[src/rtl/seg_pkg.sv]
// Shared constants and types for 7-segment display blocks.
// Segment codes are active-high, bit order {g,f,e,d,c,b,a}.
package seg_pkg;

   localparam int SEG_W = 7;
   localparam int DIG_N = 4;

   typedef logic [1:0] dig_idx_t;

   // Entry k is the pattern for hex digit k (lowercase glyphs for b and d).
   localparam logic [15:0][SEG_W-1:0] SEG_CODES = {
      7'h71, 7'h79, 7'h5E, 7'h39,   // F E d C
      7'h7C, 7'h77, 7'h6F, 7'h7F,   // b A 9 8
      7'h07, 7'h7D, 7'h6D, 7'h66,   // 7 6 5 4
      7'h4F, 7'h5B, 7'h06, 7'h3F    // 3 2 1 0
   };

endpackage

[src/rtl/seg_scan_ctrl_if.sv]
// Load handshake, display controls and pin outputs of the scan controller.
// Handshake: a load happens on a rising clk edge where value_valid && value_ready; valid while not ready is dropped.
interface seg_scan_ctrl_if;
   import seg_pkg::*;

   logic [15:0]      value;
   logic             value_valid;
   logic             value_ready;
   logic             lz_en;
   logic             blank;
   logic [SEG_W-1:0] seg;
   logic [DIG_N-1:0] dig_en;
   logic             frame_done;

   modport master (
      output value, value_valid, lz_en, blank,
      input  value_ready, seg, dig_en, frame_done
   );

   modport slave (
      input  value, value_valid, lz_en, blank,
      output value_ready, seg, dig_en, frame_done
   );

endinterface

[src/rtl/hex_to_seg7.sv]
// Combinational hex nibble to 7-segment pattern decoder.
module hex_to_seg7
   import seg_pkg::*;
(
   input  logic [3:0]       nibble_i,
   output logic [SEG_W-1:0] seg_o
);

   assign seg_o = SEG_CODES[nibble_i];

endmodule

[src/rtl/seg_scan_ctrl.sv]
// Time-multiplexed 4-digit scan controller: frame-aligned value commit, per-slot
// ghosting guard, leading-zero suppression and blanking, all on registered outputs.
module seg_scan_ctrl
   import seg_pkg::*;
#(
   parameter int SCAN_DIV     = 50000,
   parameter int BLANK_CYCLES = 2,
   parameter int CNT_W        = 16
) (
   input  logic             clk,
   input  logic             rst_n,
   seg_scan_ctrl_if.slave   bus
);

   localparam logic [CNT_W-1:0] LAST_C  = CNT_W'(SCAN_DIV - 1);
   localparam logic [CNT_W-1:0] BLANK_C = CNT_W'(BLANK_CYCLES);

   logic [CNT_W-1:0] cnt_q, cnt_d;
   dig_idx_t         idx_q, idx_d;
   logic [15:0]      disp_q, disp_d;
   logic [15:0]      pend_q, pend_d;
   logic             pend_vld_q, pend_vld_d;
   logic [SEG_W-1:0] seg_q, seg_d;
   logic [DIG_N-1:0] dig_q, dig_d;

   logic             slot_end;
   logic             boundary;
   logic             accept;
   logic             in_guard;
   logic             lz_dark;
   logic             show;
   logic [3:0]       nib;
   logic [SEG_W-1:0] dec_seg;

   assign slot_end = (cnt_q == LAST_C);
   assign boundary = slot_end && (idx_q == 2'd3);
   assign accept   = bus.value_valid && !pend_vld_q;

   if (BLANK_CYCLES == 0) begin : g_noguard
      assign in_guard = 1'b0;
   end else begin : g_guard
      assign in_guard = (cnt_q < BLANK_C);
   end

   always_comb begin
      nib     = 4'd0;
      lz_dark = 1'b0;
      case (idx_q)
         2'd0: begin
            nib     = disp_q[3:0];
            lz_dark = 1'b0;
         end
         2'd1: begin
            nib     = disp_q[7:4];
            lz_dark = (disp_q[15:4] == 12'd0);
         end
         2'd2: begin
            nib     = disp_q[11:8];
            lz_dark = (disp_q[15:8] == 8'd0);
         end
         default: begin
            nib     = disp_q[15:12];
            lz_dark = (disp_q[15:12] == 4'd0);
         end
      endcase
   end

   hex_to_seg7 u_dec (
      .nibble_i (nib),
      .seg_o    (dec_seg)
   );

   assign show = !bus.blank && !in_guard && !(bus.lz_en && lz_dark);

   always_comb begin
      cnt_d      = slot_end ? '0 : cnt_q + 1'b1;
      idx_d      = slot_end ? idx_q + 2'd1 : idx_q;
      disp_d     = disp_q;
      pend_d     = pend_q;
      pend_vld_d = pend_vld_q;
      seg_d      = '0;
      dig_d      = '0;

      // Commit and accept are exclusive: accept needs the flag clear, commit needs it set,
      // so a value accepted in the boundary cycle waits for the next frame.
      if (boundary && pend_vld_q) begin
         disp_d     = pend_q;
         pend_vld_d = 1'b0;
      end
      if (accept) begin
         pend_d     = bus.value;
         pend_vld_d = 1'b1;
      end

      if (show) begin
         seg_d = dec_seg;
         dig_d = DIG_N'(1) << idx_q;
      end
   end

   always_ff @(posedge clk) begin
      if (!rst_n) begin
         cnt_q      <= '0;
         idx_q      <= '0;
         disp_q     <= '0;
         pend_q     <= '0;
         pend_vld_q <= 1'b0;
         seg_q      <= '0;
         dig_q      <= '0;
      end else begin
         cnt_q      <= cnt_d;
         idx_q      <= idx_d;
         disp_q     <= disp_d;
         pend_q     <= pend_d;
         pend_vld_q <= pend_vld_d;
         seg_q      <= seg_d;
         dig_q      <= dig_d;
      end
   end

   assign bus.value_ready = !pend_vld_q;
   assign bus.frame_done  = boundary;
   assign bus.seg         = seg_q;
   assign bus.dig_en      = dig_q;

endmodule

[src/flat_wrapper.sv]
// flat-port wrapper written by rule: the top's interface ports become plain ports
module seg_scan_ctrl_flat import seg_pkg::*;
#(
   parameter int SCAN_DIV     = 50000,
   parameter int BLANK_CYCLES = 2,
   parameter int CNT_W        = 16
)
  (clk, rst_n, bus_value, bus_value_valid, bus_lz_en, bus_blank, bus_value_ready, bus_seg, bus_dig_en, bus_frame_done);
  seg_scan_ctrl_if bus_i ();
  input  logic clk;
  input  logic rst_n;
  input wire logic [$bits(bus_i.value)-1:0] bus_value;
  input wire logic [$bits(bus_i.value_valid)-1:0] bus_value_valid;
  input wire logic [$bits(bus_i.lz_en)-1:0] bus_lz_en;
  input wire logic [$bits(bus_i.blank)-1:0] bus_blank;
  output wire logic [$bits(bus_i.value_ready)-1:0] bus_value_ready;
  output wire logic [$bits(bus_i.seg)-1:0] bus_seg;
  output wire logic [$bits(bus_i.dig_en)-1:0] bus_dig_en;
  output wire logic [$bits(bus_i.frame_done)-1:0] bus_frame_done;
  assign bus_i.value = bus_value;
  assign bus_i.value_valid = bus_value_valid;
  assign bus_i.lz_en = bus_lz_en;
  assign bus_i.blank = bus_blank;
  assign bus_value_ready = bus_i.value_ready;
  assign bus_seg = bus_i.seg;
  assign bus_dig_en = bus_i.dig_en;
  assign bus_frame_done = bus_i.frame_done;
  seg_scan_ctrl #(.SCAN_DIV(SCAN_DIV), .BLANK_CYCLES(BLANK_CYCLES), .CNT_W(CNT_W)) u_core (.clk(clk), .rst_n(rst_n), .bus(bus_i));
endmodule
[config.mk]
export PLATFORM = sky130hd
export DESIGN_NAME = seg_scan_ctrl_flat
export DESIGN_NICKNAME = d
export VERILOG_FILES = /design/src/rtl/seg_pkg.sv /design/src/rtl/seg_scan_ctrl_if.sv /design/src/rtl/hex_to_seg7.sv /design/src/rtl/seg_scan_ctrl.sv /design/src/flat_wrapper.sv
export SDC_FILE = /design/constraint.sdc
export NUM_CORES = 1
export LEC_CHECK = 0
export ABC_AREA = 1
export CAP_MARGIN = 5
export CORE_UTILIZATION = 40
export CTS_BUF_LIST = sky130_fd_sc_hd__clkbuf_4 sky130_fd_sc_hd__clkbuf_8
export DETAILED_ROUTE_END_ITERATION = 10
export PLACE_DENSITY_LB_ADDON = 0.15
export SYNTH_ARGS = -nofsm -noshare
export SYNTH_HDL_FRONTEND = slang
export SYNTH_SLANG_ARGS = --single-unit
[constraint.sdc]
create_clock -name clk -period 3.5 [get_ports clk]
set_input_delay 0.7 -clock clk [delete_from_list [all_inputs] [get_ports clk]]
set_output_delay 0.7 -clock clk [all_outputs]
set_load 0.01 [all_outputs]
==> results.txt <==
Layout area overhead = 21.11%
Remaining antenna violation count after routing = 0
Sink of the worst hold path = u_core.cnt_q[0]
Initial cell density of the core = 0.4107
Drt total wl = 5880 µm
Cells on worst reg2reg path = 10
Chip height = 88.07 µm
Slew margin rel. = 0.6687
ANT cells = 0
Total congestion overflow = 0
Gr busiest metal = met2
First-pass GRT wire length = 10230 µm
CP cell instances = ha_1, nand2_1, inv_2, nand2_1, nor2_2, nand2_1, nor2_1, clkdlybuf4s50_1
Post-CTS setup buffers = 0
Pwr dens = 425.9 nW/µm²
LEAKAGE = 1.658 nW
Status = completed
Num CTS Buffers = 9
Clock Latency Late Sink = 0.34 ns
Top cells by area, synth = dfxtp_1, nand2_1, nor2_1
Clock skew = 0.006115 ns
Largest net degree at the start of global routing = 37
Clock tree root buffer cell = clkbuf_8
Setup violators final = 0
Min Hold Slack = 0.4469 ns
RSZ-0062 raised after global routing = no
Startpoint Class = register
Row Count = 31
Register area share after synthesis = 0.4189
Total Power = 1.528 mW
Met3 GRT Util = 0.04713
Synth Register Bits = 62
Grt met2 use = 0.2699
Final RePlAce weighted congestion = 0.8291
Total Neg Setup Slack = 0 ns
CTS Buffer Depth = 2
Final Non-Filler Cells = 571
Cts hold-fix bufs = 0
Initial DRC count = 78
Number of flops mapped to enable cells by yosys = 0
Pre-CTS setup slack = 1.038 ns
FFs w/ async S/R, synth = 0
Core ar. = 7214 µm²
Layout cell share with drive strength beyond 1 = 0.07203
Final hold vios = 0
Most common cell on crit path = nand2_1
Final net count = 501
Vias = 2592
H-tree Lvls = 3
Min cycle time layout = 2.818 ns
Syn nets = 465
Worst Slack Setup Final = 0.6819 ns
Initial antenna violation count = 0
CTS Sinks = 62
CP max stage delay = 0.55 ns
Hold/Removal Path Class = reg2reg
Slew Limit Fails = 0
WS Path Type = reg2out
Die Wd = 88.07 µm
Worst r2r src = u_core.idx_q[0]
Vias per cell = 4.539
Worst setup path startpoint = u_core.cnt_q[1]
Vias in the first global route = 2376
R2r setup slk = 1.30 ns
Drt drc = 0
Cts repair resizes = 0
First-pass DRT Iterations = 5
Crit path arrival time = 2.12 ns
CP Max Fanout = 6
Synth cell types = 27
Placed insts = 555
Count leader, synth = nand2_1
Leading area contributor after synthesis = dfxtp_1
Worst hold start = u_core.cnt_q[0]
Slowest stage cell, crit path = clkdlybuf4s50_1
Mean Syn Cell Area = 6.874 µm²
R2R Path End = u_core.bus.seg[6]
Worst-margin pin slew = 0.4969 ns
Max_cap viols = 0
Met1 usage = 0.2195
Most used DFF post-synth = dfxtp_1
Peak supply drop = 245.5 µV
Most instantiated cells after synthesis = nand2_1, nor2_1, dfxtp_1
Fmax = 0.3548 GHz
Final period utilization = 0.8052
Die ar. = 7755 µm²
WL per Instance = 10.30 µm
Critical path required time = 2.80 ns
CTS tree = built
YS warnings = 0
Top-Level Pins = 34
Clk slew on worst S/H paths = 0.07 ns
Gate Count Post-Synth = 431
Hpwl dp = 4120 µm
Mapped cell area = 2963 µm²
CP endpoint kind = primary output
Area fraction of the dominant cell type after synthesis = 0.4189
Hold path cells = 1
Global Route Usage Sum = 0.1707
Port Buffers = 33
through the flow:
stage	utilization	area, µm²
final	0.4974	3588
after global routing	0.4974	3588
after CTS	0.4974	3588
after detailed placement	0.4665	3366
after global placement	0.4665	3366
after floorplan	-	2963
layer usage:
metal  wire, µm  vias to the layer above  share of wire
met4        108                        0          0.018
met3        192                        8          0.033
li1           -                     1408              -
met2       2484                       47           0.42
met5          0                        -              0
met1       3095                     1129           0.53
where the power goes:
part / internal, mW / switching [mW] / leakage, nW
combinational: 0.0436 / 0.0403 / 1.05
sequential: 0.728 / 0.0120 / 0.505
clock: 0.418 / 0.287 / 0.108
total: 1.19 / 0.339 / 1.66
sequential cells by signal (all words and copies together), names as in the netlist:
signal and count:
u_core.bus.seg 7, u_core.cnt_q 16, u_core.bus.dig_en 4, u_core.pend_vld_q 1, u_core.disp_q 16, u_core.pend_q 16
u_core.idx_q 2
cell usage in the layout, fill, tap and decap left out, types with 4 or more instances in the layout:
cell and count:
nand2_1 106, clkbuf_8 10, nand4_1 4, nor2_1 103, dfxtp_1 62, a21oi_1 17, xor2_1 4, nor3_1 6
o21ai_0 22, clkdlybuf4s50_1 33, ha_1 13, inv_1 44, nand3_1 17
how the worst max path moves through the flow:
stage | end | slack, ns | cells after the start
after floorplan | u_core.bus.seg[6] | 1.59 | 10
after global placement | bus_frame_done | 1.08 | 8
after detailed placement | bus_frame_done | 1.04 | 8
after CTS | bus_frame_done | 0.65 | 8
after global routing | bus_frame_done | 0.52 | 8
final | bus_frame_done | 0.68 | 8
area by class of cell:
type / instances / area, µm²
Fill cell: 768 / 3626
Clock inverter: 6 / 85.08
Inverter: 47 / 176.4
Multi-Input combinational cell: 312 / 1479
Timing Repair Buffer: 35 / 345.3
Tap cell: 99 / 123.9
Clock buffer: 10 / 137.6
Sequential cell: 62 / 1241
critical path: cells and delay by family, from the launching register on:
family	cells	cell delay, ns
flip-flops	1	0.36
AND/OR/NAND/NOR	5	0.63
adder cells (fa/ha/maj)	1	0.18
buffers and inverters	2	0.62
kinds of logic (layout without fill, tap and decap cells):
kind of cell               Yosys count  count (layout)  synth area share
DFF                                 62              62            0.4189
xor gates and xnor gates             4               4           0.01182
adders and majority gates           13              13           0.05490
AOI/OAI and AO/OA                   45              45           0.08319
and+or+nand+nor                    250             250            0.3492
buffers and inverters               57              98           0.08192
Power figures use the tool's default switching activity.
